--- config.mk ---
export PLATFORM = sky130hd
export DESIGN_NAME = dbus_bridge_flat
export DESIGN_NICKNAME = d
export VERILOG_FILES = /design/src/rtl/dbus_bridge_if.sv /design/src/rtl/dbus_bridge.sv /design/src/flat_wrapper.sv
export SDC_FILE = /design/constraint.sdc
export NUM_CORES = 1
export LEC_CHECK = 0
export BUFFER_PORTS_ARGS = -buffer_cell sky130_fd_sc_hd__buf_2
export CAP_MARGIN = 20
export CORE_ASPECT_RATIO = 0.75
export CORE_MARGIN = 10
export CORE_UTILIZATION = 40
export DETAILED_ROUTE_END_ITERATION = 10
export PLACE_DENSITY = 0.71
export SLEW_MARGIN = 20
export SYNTH_ARGS = -nofsm -noshare
export SYNTH_HDL_FRONTEND = slang
export SYNTH_SLANG_ARGS = --single-unit
--- constraint.sdc ---
create_clock -name clk -period 4.22 [get_ports clk]
set_input_delay 0.844 -clock clk [delete_from_list [all_inputs] [get_ports clk]]
set_output_delay 0.844 -clock clk [all_outputs]
set_load 0.01 [all_outputs]
--- src/rtl/dbus_bridge_if.sv ---
// Bus-side signal bundle of the data-bus bridge.
// The bridge is the master; the memory or peripheral slave answers on gnt/rvalid.
interface dbus_bridge_if;
    logic        bus_req;
    logic        bus_we;
    logic [31:0] bus_addr;
    logic [31:0] bus_wdata;
    logic [3:0]  bus_be;
    logic        bus_gnt;
    logic        bus_rvalid;
    logic [31:0] bus_rdata;
    logic        bus_err;

    modport master (
        output bus_req, bus_we, bus_addr, bus_wdata, bus_be,
        input  bus_gnt, bus_rvalid, bus_rdata, bus_err
    );

    modport slave (
        input  bus_req, bus_we, bus_addr, bus_wdata, bus_be,
        output bus_gnt, bus_rvalid, bus_rdata, bus_err
    );
endinterface

--- src/rtl/dbus_bridge.sv ---
// Core data-port to bus bridge with one outstanding transaction.
// Stalls the core until the slave answers, or until the wait budget runs out.
module dbus_bridge #(
    parameter int unsigned TIMEOUT = 1023
) (
    input  logic          clk,
    input  logic          reset,
    input  logic          core_req_i,
    input  logic          core_we_i,
    input  logic [31:0]   core_addr_i,
    input  logic [31:0]   core_wdata_i,
    input  logic [3:0]    core_wmask_i,
    output logic [31:0]   core_rdata_o,
    output logic          core_stall_o,
    output logic          core_err_o,
    dbus_bridge_if.master dbus
);

    typedef enum logic [1:0] {
        S_IDLE = 2'd0,
        S_REQ  = 2'd1,
        S_RESP = 2'd2,
        S_DONE = 2'd3
    } state_e;

    localparam logic [9:0] WAIT_LAST = 10'(TIMEOUT - 32'd1);
    localparam logic [9:0] WAIT_MAX  = 10'(TIMEOUT);

    state_e      state_q, state_d;
    logic [9:0]  wait_q, wait_d;
    logic        err_q, err_d;
    logic [31:0] rdata_q, rdata_d;
    logic [31:0] addr_q, addr_d;
    logic [31:0] wdata_q, wdata_d;
    logic        we_q, we_d;
    logic [3:0]  be_q, be_d;
    logic        complete_s;

    // State and captured-request registers
    always_ff @(posedge clk or posedge reset) begin
        if (reset) begin
            state_q <= S_IDLE;
            wait_q  <= 10'd0;
            err_q   <= 1'b0;
            rdata_q <= 32'h0;
            addr_q  <= 32'h0;
            wdata_q <= 32'h0;
            we_q    <= 1'b0;
            be_q    <= 4'h0;
        end else begin
            state_q <= state_d;
            wait_q  <= wait_d;
            err_q   <= err_d;
            rdata_q <= rdata_d;
            addr_q  <= addr_d;
            wdata_q <= wdata_d;
            we_q    <= we_d;
            be_q    <= be_d;
        end
    end

    // Next-state, capture, completion and timeout logic
    always_comb begin
        state_d    = state_q;
        wait_d     = wait_q;
        err_d      = err_q;
        rdata_d    = rdata_q;
        addr_d     = addr_q;
        wdata_d    = wdata_q;
        we_d       = we_q;
        be_d       = be_q;
        complete_s = 1'b0;

        case (state_q)
            S_IDLE, S_DONE: begin
                // Responses seen here are stray or late and never touch state
                if (core_req_i) begin
                    state_d = S_REQ;
                    wait_d  = 10'd0;
                    addr_d  = {core_addr_i[31:2], 2'b00};
                    we_d    = core_we_i;
                    wdata_d = core_wdata_i;
                    be_d    = core_we_i ? core_wmask_i : 4'hF;
                end else begin
                    state_d = S_IDLE;
                end
            end
            S_REQ, S_RESP: begin
                if (state_q == S_RESP) begin
                    complete_s = dbus.bus_rvalid;
                end else begin
                    complete_s = dbus.bus_gnt & dbus.bus_rvalid;
                end

                if (complete_s) begin
                    state_d = S_DONE;
                    err_d   = dbus.bus_err;
                    if (!we_q && !dbus.bus_err) begin
                        rdata_d = dbus.bus_rdata;
                    end else begin
                        rdata_d = rdata_q;
                    end
                end else if (wait_q == WAIT_LAST) begin
                    state_d = S_DONE;
                    wait_d  = WAIT_MAX;
                    err_d   = 1'b1;
                    rdata_d = 32'h0;
                end else begin
                    wait_d = wait_q + 10'd1;
                    if ((state_q == S_REQ) && dbus.bus_gnt) begin
                        state_d = S_RESP;
                    end else begin
                        state_d = state_q;
                    end
                end
            end
            default: begin
                state_d = S_IDLE;
            end
        endcase
    end

    assign dbus.bus_req   = (state_q == S_REQ);
    assign dbus.bus_we    = we_q;
    assign dbus.bus_addr  = addr_q;
    assign dbus.bus_wdata = wdata_q;
    assign dbus.bus_be    = be_q;

    assign core_stall_o = (state_q == S_REQ) || (state_q == S_RESP);
    assign core_err_o   = (state_q == S_DONE) && err_q;
    assign core_rdata_o = rdata_q;

endmodule

--- src/flat_wrapper.sv ---
// flat-port wrapper written by rule: the top's interface ports become plain ports
module dbus_bridge_flat 
#(
    parameter int unsigned TIMEOUT = 1023
)
  (clk, reset, core_req_i, core_we_i, core_addr_i, core_wdata_i, core_wmask_i, core_rdata_o, core_stall_o, core_err_o, dbus_bus_req, dbus_bus_we, dbus_bus_addr, dbus_bus_wdata, dbus_bus_be, dbus_bus_gnt, dbus_bus_rvalid, dbus_bus_rdata, dbus_bus_err);
  dbus_bridge_if dbus_i ();
  input  logic clk;
  input  logic reset;
  input  logic core_req_i;
  input  logic core_we_i;
  input  logic [31:0] core_addr_i;
  input  logic [31:0] core_wdata_i;
  input  logic [3:0] core_wmask_i;
  output logic [31:0] core_rdata_o;
  output logic core_stall_o;
  output logic core_err_o;
  output wire logic [$bits(dbus_i.bus_req)-1:0] dbus_bus_req;
  output wire logic [$bits(dbus_i.bus_we)-1:0] dbus_bus_we;
  output wire logic [$bits(dbus_i.bus_addr)-1:0] dbus_bus_addr;
  output wire logic [$bits(dbus_i.bus_wdata)-1:0] dbus_bus_wdata;
  output wire logic [$bits(dbus_i.bus_be)-1:0] dbus_bus_be;
  input wire logic [$bits(dbus_i.bus_gnt)-1:0] dbus_bus_gnt;
  input wire logic [$bits(dbus_i.bus_rvalid)-1:0] dbus_bus_rvalid;
  input wire logic [$bits(dbus_i.bus_rdata)-1:0] dbus_bus_rdata;
  input wire logic [$bits(dbus_i.bus_err)-1:0] dbus_bus_err;
  assign dbus_bus_req = dbus_i.bus_req;
  assign dbus_bus_we = dbus_i.bus_we;
  assign dbus_bus_addr = dbus_i.bus_addr;
  assign dbus_bus_wdata = dbus_i.bus_wdata;
  assign dbus_bus_be = dbus_i.bus_be;
  assign dbus_i.bus_gnt = dbus_bus_gnt;
  assign dbus_i.bus_rvalid = dbus_bus_rvalid;
  assign dbus_i.bus_rdata = dbus_bus_rdata;
  assign dbus_i.bus_err = dbus_bus_err;
  dbus_bridge #(.TIMEOUT(TIMEOUT)) u_core (.clk(clk), .reset(reset), .core_req_i(core_req_i), .core_we_i(core_we_i), .core_addr_i(core_addr_i), .core_wdata_i(core_wdata_i), .core_wmask_i(core_wmask_i), .core_rdata_o(core_rdata_o), .core_stall_o(core_stall_o), .core_err_o(core_err_o), .dbus(dbus_i));
endmodule
# Word level (Yosys, flattened, before mapping)
# Index checks and enable logic that the tools add are counted.
# W data, S select, Z words.
# word_totals
regBits,112
# op_classes
n_addsub,1
n_eq_ne,8
muxes,17
bitwise_logic,1
n_reduce_logical,14
# ops
op,n
$mux W32,3
$mux W10,3
$pmux W10 S2,1
$add A10 B1 Y10 const B,1
$eq A10 B10 Y1 const B,1
$mux W2,3
$ne A2 B2 Y1 const B,3
$reduce_and A2 Y1,3
$mux W1,5
$eq A2 B2 Y1 const B,2
$mux W4,1
$ne A4 B1 Y1 const B,1
$pmux W2 S2,1
$reduce_or A2 Y1,2
$logic_and A1 B1 Y1,3
$reduce_and A3 Y1,1
$eq A2 B1 Y1 const B,1
$logic_not A1 Y1,2
$logic_not A2 Y1,1
$reduce_bool A2 Y1,1
$and A1 B1 Y1,1
$logic_or A1 B1 Y1,1

# Logic depth before layout (Yosys ltp)
# logic_depth
ltp_word,6
mapped_depth,9
depth_no_buf,6

# Worst setup path before layout
# No wires, ideal clock.
# synth_timing
path_kind,input-to-reg
from,input dbus_bus_gnt
to,register u_core.rdata_q[0] (netlist: u_core.core_rdata_o[0])
setup_ns,0.121
arrival_time_ns,1.910
required_ns,4.099
setup_slack_ns,2.189
stages,5
path_buffers,1
cell_sequence,o21a_1 > nor2_1 > a21oi_1 > buf_2 > a22o_1
# synth_via
elab_chain_cells,5
elab_cells_between_ends,7
classes_between,eq/ne: 1; mux: 3; bitwise: 1; reduce/logical: 2
# synth_rtl
item,line,rtl
from (decl),flat_wrapper.sv:23,input wire logic [$bits(dbus_i.bus_gnt)-1:0] dbus_bus_gnt;
$and A1 B1 Y1 *,dbus_bridge.sv:92,complete_s = dbus.bus_gnt & dbus.bus_rvalid;
$mux W1 *,dbus_bridge.sv:89,if (state_q == S_RESP) begin
$mux W1 *,dbus_bridge.sv:74,case (state_q)
$ne A2 B2 Y1 (no line) or $reduce_bool A2 Y1 (tied branches),n/a,
$reduce_and A3 Y1 (no line),n/a,
to (signal assigned),dbus_bridge.sv:54,rdata_q <= rdata_d;
to (decl),dbus_bridge.sv:32,"logic [31:0] rdata_q, rdata_d;"
# Mark *: on every way between the ends. The rest lies on a longest branch, timed or not. The select of a mux whose other input is x is not followed.
# A chain may end at the register's enable or synchronous reset.

# Worst setup path after layout
# layout_timing
from,register u_core.state_q[0]
to,register u_core.addr_q[20] (netlist: u_core.dbus.bus_addr[20])
# layout_via
elab_chain_cells,3
elab_cells_between_ends,4
classes_between,eq/ne: 1; reduce/logical: 3
# layout_rtl
item,line,rtl
from (decl),dbus_bridge.sv:29,"state_e state_q, state_d;"
from (signal assigned),dbus_bridge.sv:51,state_q <= state_d;
$eq A2 B2 Y1 or $logic_not A2 Y1 (tied branches),dbus_bridge.sv:74,
$reduce_or A2 Y1 *,dbus_bridge.sv:74,
$reduce_and A2 Y1 (no line) *,n/a,
to (signal assigned),dbus_bridge.sv:55,addr_q <= addr_d;
to (decl),dbus_bridge.sv:33,"logic [31:0] addr_q, addr_d;"
# Mark *: on every way between the ends. The rest lies on a longest branch, timed or not.

==> impl_results.rst <==
.. list-table::
   :header-rows: 1

   * - Metric
     - Value
   * - Worst Hold End
     - u_core.dbus.bus_addr[3]
   * - Setup slack after layout
     - 1.73 ns
   * - Post-layout net count
     - 745
   * - Maximum clock skew at final layout
     - ~0.0078 ns
   * - Number of distinct standard cells referenced by the synthesized netlist
     - 31
   * - Detailed Route Iter0 Violations
     - 192
   * - Pre-antenna DRT Iters
     - 5
   * - Family with the most delay on the worst path
     - simple AND/OR/NAND/NOR gates
   * - Total of endpoints with negative setup slack in the final report
     - 0
   * - Master cell of the clock root buffer
     - sky130_fd_sc_hd__clkbuf_16
   * - # placed instances
     - 762
   * - Count of cells resized by post-cts repair
     - 0
   * - YS warnings
     - 0
   * - Outcome
     - completed
   * - Flop2flop setup slack
     - 1.73 ns
   * - Inserted Clock Buffers
     - 9
   * - Floorplan Core Area
     - between 10000 and 15000 µm²
   * - Count of mapped cells out of synthesis
     - 437
   * - Count of final hold-check violations
     - 0
   * - Number of global-route vias before repair
     - between 3000 and 4000
   * - Sw frac
     - 39.2%
   * - Number of diodes added for antenna fixing
     - 0
   * - IO Count
     - 211
   * - Cell type with the highest occurrence count on the critical path
     - sky130_fd_sc_hd__nand2_1
   * - Total track usage
     - 14.9%
   * - Worst setup slack after placement
     - 1.67 ns
   * - Number of buffers inserted by post-CTS setup repair
     - 0
   * - Sequential area share after synthesis
     - 63.5%
   * - Number of max-cap violations
     - 0
   * - Leftover overflow at the end of global routing
     - 0
   * - Mean cell area of the mapped netlist
     - about 10 µm²
   * - First-pass GRT wire length
     - 19.4 mm
   * - Static leakage power
     - between 3 and 4 nW
   * - Library cell occupying the most area in the post-synthesis netlist
     - sky130_fd_sc_hd__dfrtp_1
   * - Final RePlAce weighted congestion
     - 0.764
   * - Clock power frac
     - around 17%
   * - DP Wirelength
     - between 8 and 9 mm
   * - Top cells by area, synth
     - sky130_fd_sc_hd__dfrtp_1 (63%), sky130_fd_sc_hd__nand2_1 (16%), sky130_fd_sc_hd__a22o_1 (6.3%)
   * - Fin. max-slew vios
     - 0
   * - Number of levels in the clock H-tree
     - 3
   * - Setup repair after global routing missed its margin
     - no
   * - Relative contribution of sequential cells to total power
     - 41.0%
   * - Fraction of final layout cells with drive strength greater than 1
     - 36.2%
   * - Cell breakdown of the critical path
     - inv_1 -> ha_1 -> and2_2 -> buf_4 -> nand2_1 -> nand2_1
   * - Wire length after detailed routing
     - 11.9 mm
   * - Via count of the routed design
     - 3701
   * - Relative contribution of combinational cells to total power
     - 41.6%
   * - Peak supply drop
     - 0.330 mV
   * - Final TNS setup
     - 0 ns
   * - TritonCTS clock tree
     - yes
   * - Worst hold path class
     - flip-flop to flip-flop
   * - Horiz. Die Dim
     - 141 µm
   * - Kind of critical path
     - flip-flop to flip-flop
   * - Via/cell ratio
     - between 4 and 5
   * - Final std cell area, no fill
     - 5820 µm²
   * - Number of antenna violations at the first check in global routing
     - 1
   * - Max Fanout on Critical Path
     - 50
   * - Cell depth of the worst min-delay path
     - 2
   * - Clk slew on worst S/H paths
     - 0.07 ns
   * - Routed Antenna Nets
     - 0
   * - Number of buffer and inverter stages on the critical path
     - 2
   * - Slew at the pin with the worst max-slew slack
     - 0.866 ns
   * - Average wire length per cell after detail routing
     - 15.3 µm
   * - Total Power Consumption
     - 4.44 mW
   * - Power density over cell area
     - 762 nW/µm²
   * - DRC violations left
     - 0
   * - Vertical extent of the die
     - 111 µm
   * - Slowest cell delay on critical path
     - 0.80 ns
   * - Highest-count cells in the layout ignoring fill and taps
     - sky130_fd_sc_hd__buf_2 (206), sky130_fd_sc_hd__nand2_1 (192), sky130_fd_sc_hd__dfrtp_1 (112)
   * - Starting density of the core
     - around 41%
   * - Seq cells post-synth
     - roughly 110
   * - Switching power
     - between 1.5 and 2 mW
   * - Most common cell after layout, fill and taps aside
     - sky130_fd_sc_hd__buf_2
   * - Worst-case headroom to the max-slew limit
     - 42.2%
   * - Depth of the worst register-to-register path
     - 6
   * - Endpoint of the most critical register-to-register path
     - u_core.dbus.bus_addr[20]
   * - Non-Filler Instances
     - 778
   * - Placement Cell Area
     - 5550 µm²
   * - Largest buffer count on any clock path
     - 2
   * - Startpoint class of the critical path
     - flip-flop
   * - Type of destination of the critical path
     - flip-flop
   * - Endpoint required time on the critical path
     - 4.49 ns
   * - Slowest library cell on the worst path
     - sky130_fd_sc_hd__and2_2
   * - Core Rows
     - 33
   * - # port buffers
     - ~210
   * - Number of buffers inserted by hold repair at cts
     - 0
   * - Maximum number of pins on one net before global-route repair
     - 84
   * - Cell area after technology mapping
     - 4420 µm²
   * - Die area
     - 15700 µm²
   * - Critical path depth
     - 6
   * - Fraction of synthesized cell area taken by the top area cell type
     - 63.5%
   * - Total internal power
     - 2.70 mW
   * - Area growth syn-to-layout
     - 31.9%
   * - Achievable Freq
     - 401 MHz
   * - Post-layout minimum cycle time
     - 2.49 ns
   * - Total of fill cells in the finished design
     - 980
   * - Fraction of the cycle the final worst path needs
     - about three fifths
   * - CTS sink cnt
     - about 110
   * - Startpoint of the lowest-slack register-to-register path
     - u_core.state_q[0]
   * - Worst hold path startpoint
     - u_core.dbus.bus_addr[3]
   * - Worst-Skew Late Latency
     - about 0.33 ns
   * - Crit path arrival time
     - 2.77 ns
-- metal layers --
layer | share of wire (%) | global-route usage (%) | vias to the layer above
li1 | - | - | 1820
met3 | 9.3 | 7.15 | 8
met5 | 0.11 | 0 | -
met1 | 44 | 19.1 | 1737
met2 | 46 | 22.2 | 134
met4 | 0.70 | 3.71 | 2
-- tightest hold or removal path, stage by stage (launching register included) --
cell and delay [ns]:
sky130_fd_sc_hd__dfrtp_1 0.34, sky130_fd_sc_hd__nand2_1 0.05, sky130_fd_sc_hd__nand2_1 0.05
-- cell type report --
class / instances / area, µm² / area share (%)
timing repair buffer: 211 / 1070 / 18.3
sequential: 112 / 2800 / 48.1
tap: 140 / 175 / 3.01
multi-input combinational: 288 / 1460 / 25.1
clock buffer: 12 / 236 / 4.06
inverter: 11 / 46.3 / 0.795
clock inverter: 4 / 31.3 / 0.537
-- stage by stage --
step | hold slack [ns] | utilization [%]
after floorplan | 0.462 | -
after global placement | 0.453 | 51.1
after detailed placement | 0.457 | 51.1
after CTS | 0.475 | 53.6
after global routing | 0.493 | 53.6
final | 0.472 | 53.6
-- cell families after synthesis --
kind of cell | Yosys count | synth area share (%)
compound gates | 62 | 10.8
fa+ha+maj | 5 | 1.42
buf+inv | 38 | 3.85
flops | 112 | 63.5
mux | 2 | 0.453
other cells | 1 | 0.0849
simple gates | 217 | 19.9
-- power groups by stage --
stage	clock network (mW)	registers (mW)	logic, mW
4_1_cts	0.797	1.82	1.89
3_3_place_gp	0	1.81	1.85
5_1_grt	0.853	1.88	2.09
3_5_place_dp	0	1.83	1.90
2_1_floorplan	0	2.03	0.904
6_report	0.769	1.82	1.85
-- worst max path at each step --
| stage | from | end | slack (ns) |
|---|---|---|---|
| global route | u_core.state_q[0] | u_core.dbus.bus_addr[19] | 1.45 |
| global placement | u_core.state_q[0] | u_core.dbus.bus_addr[9] | 1.73 |
| floorplan | reset | u_core.core_rdata_o[0] | 0.42 |
| finish | u_core.state_q[0] | u_core.dbus.bus_addr[20] | 1.73 |
| detailed placement | u_core.state_q[0] | u_core.dbus.bus_addr[20] | 1.67 |
| CTS | u_core.state_q[0] | u_core.dbus.bus_addr[20] | 1.66 |
-- flip-flops by register name (all words and copies together) (netlist names) --
register / cells
u_core.dbus.bus_be: 4
u_core.wait_q: 10
u_core.state_q: 2
u_core.err_q: 1
u_core.core_rdata_o: 32
u_core.dbus.bus_wdata: 32
u_core.dbus.bus_we: 1
u_core.dbus.bus_addr: 30
-- synth_stat cells, drive strengths merged --
cell    number
a211o        1
a211oi       3
a21oi        6
a221o        1
a22o        32
a31oi       11
a32o         1
a41oi        1
and2         2
and4         4
buf         12
clkbuf      15
conb         1
dfrtp      112
ha           5
inv         11
mux2i        2
nand2      193
nand3        2
nand4        1
nor2         6
nor3         5
nor4         3
o21a         1
o21ai        4
o32a         1
or3          1
Note: power is estimated with default switching activity, not from simulation.
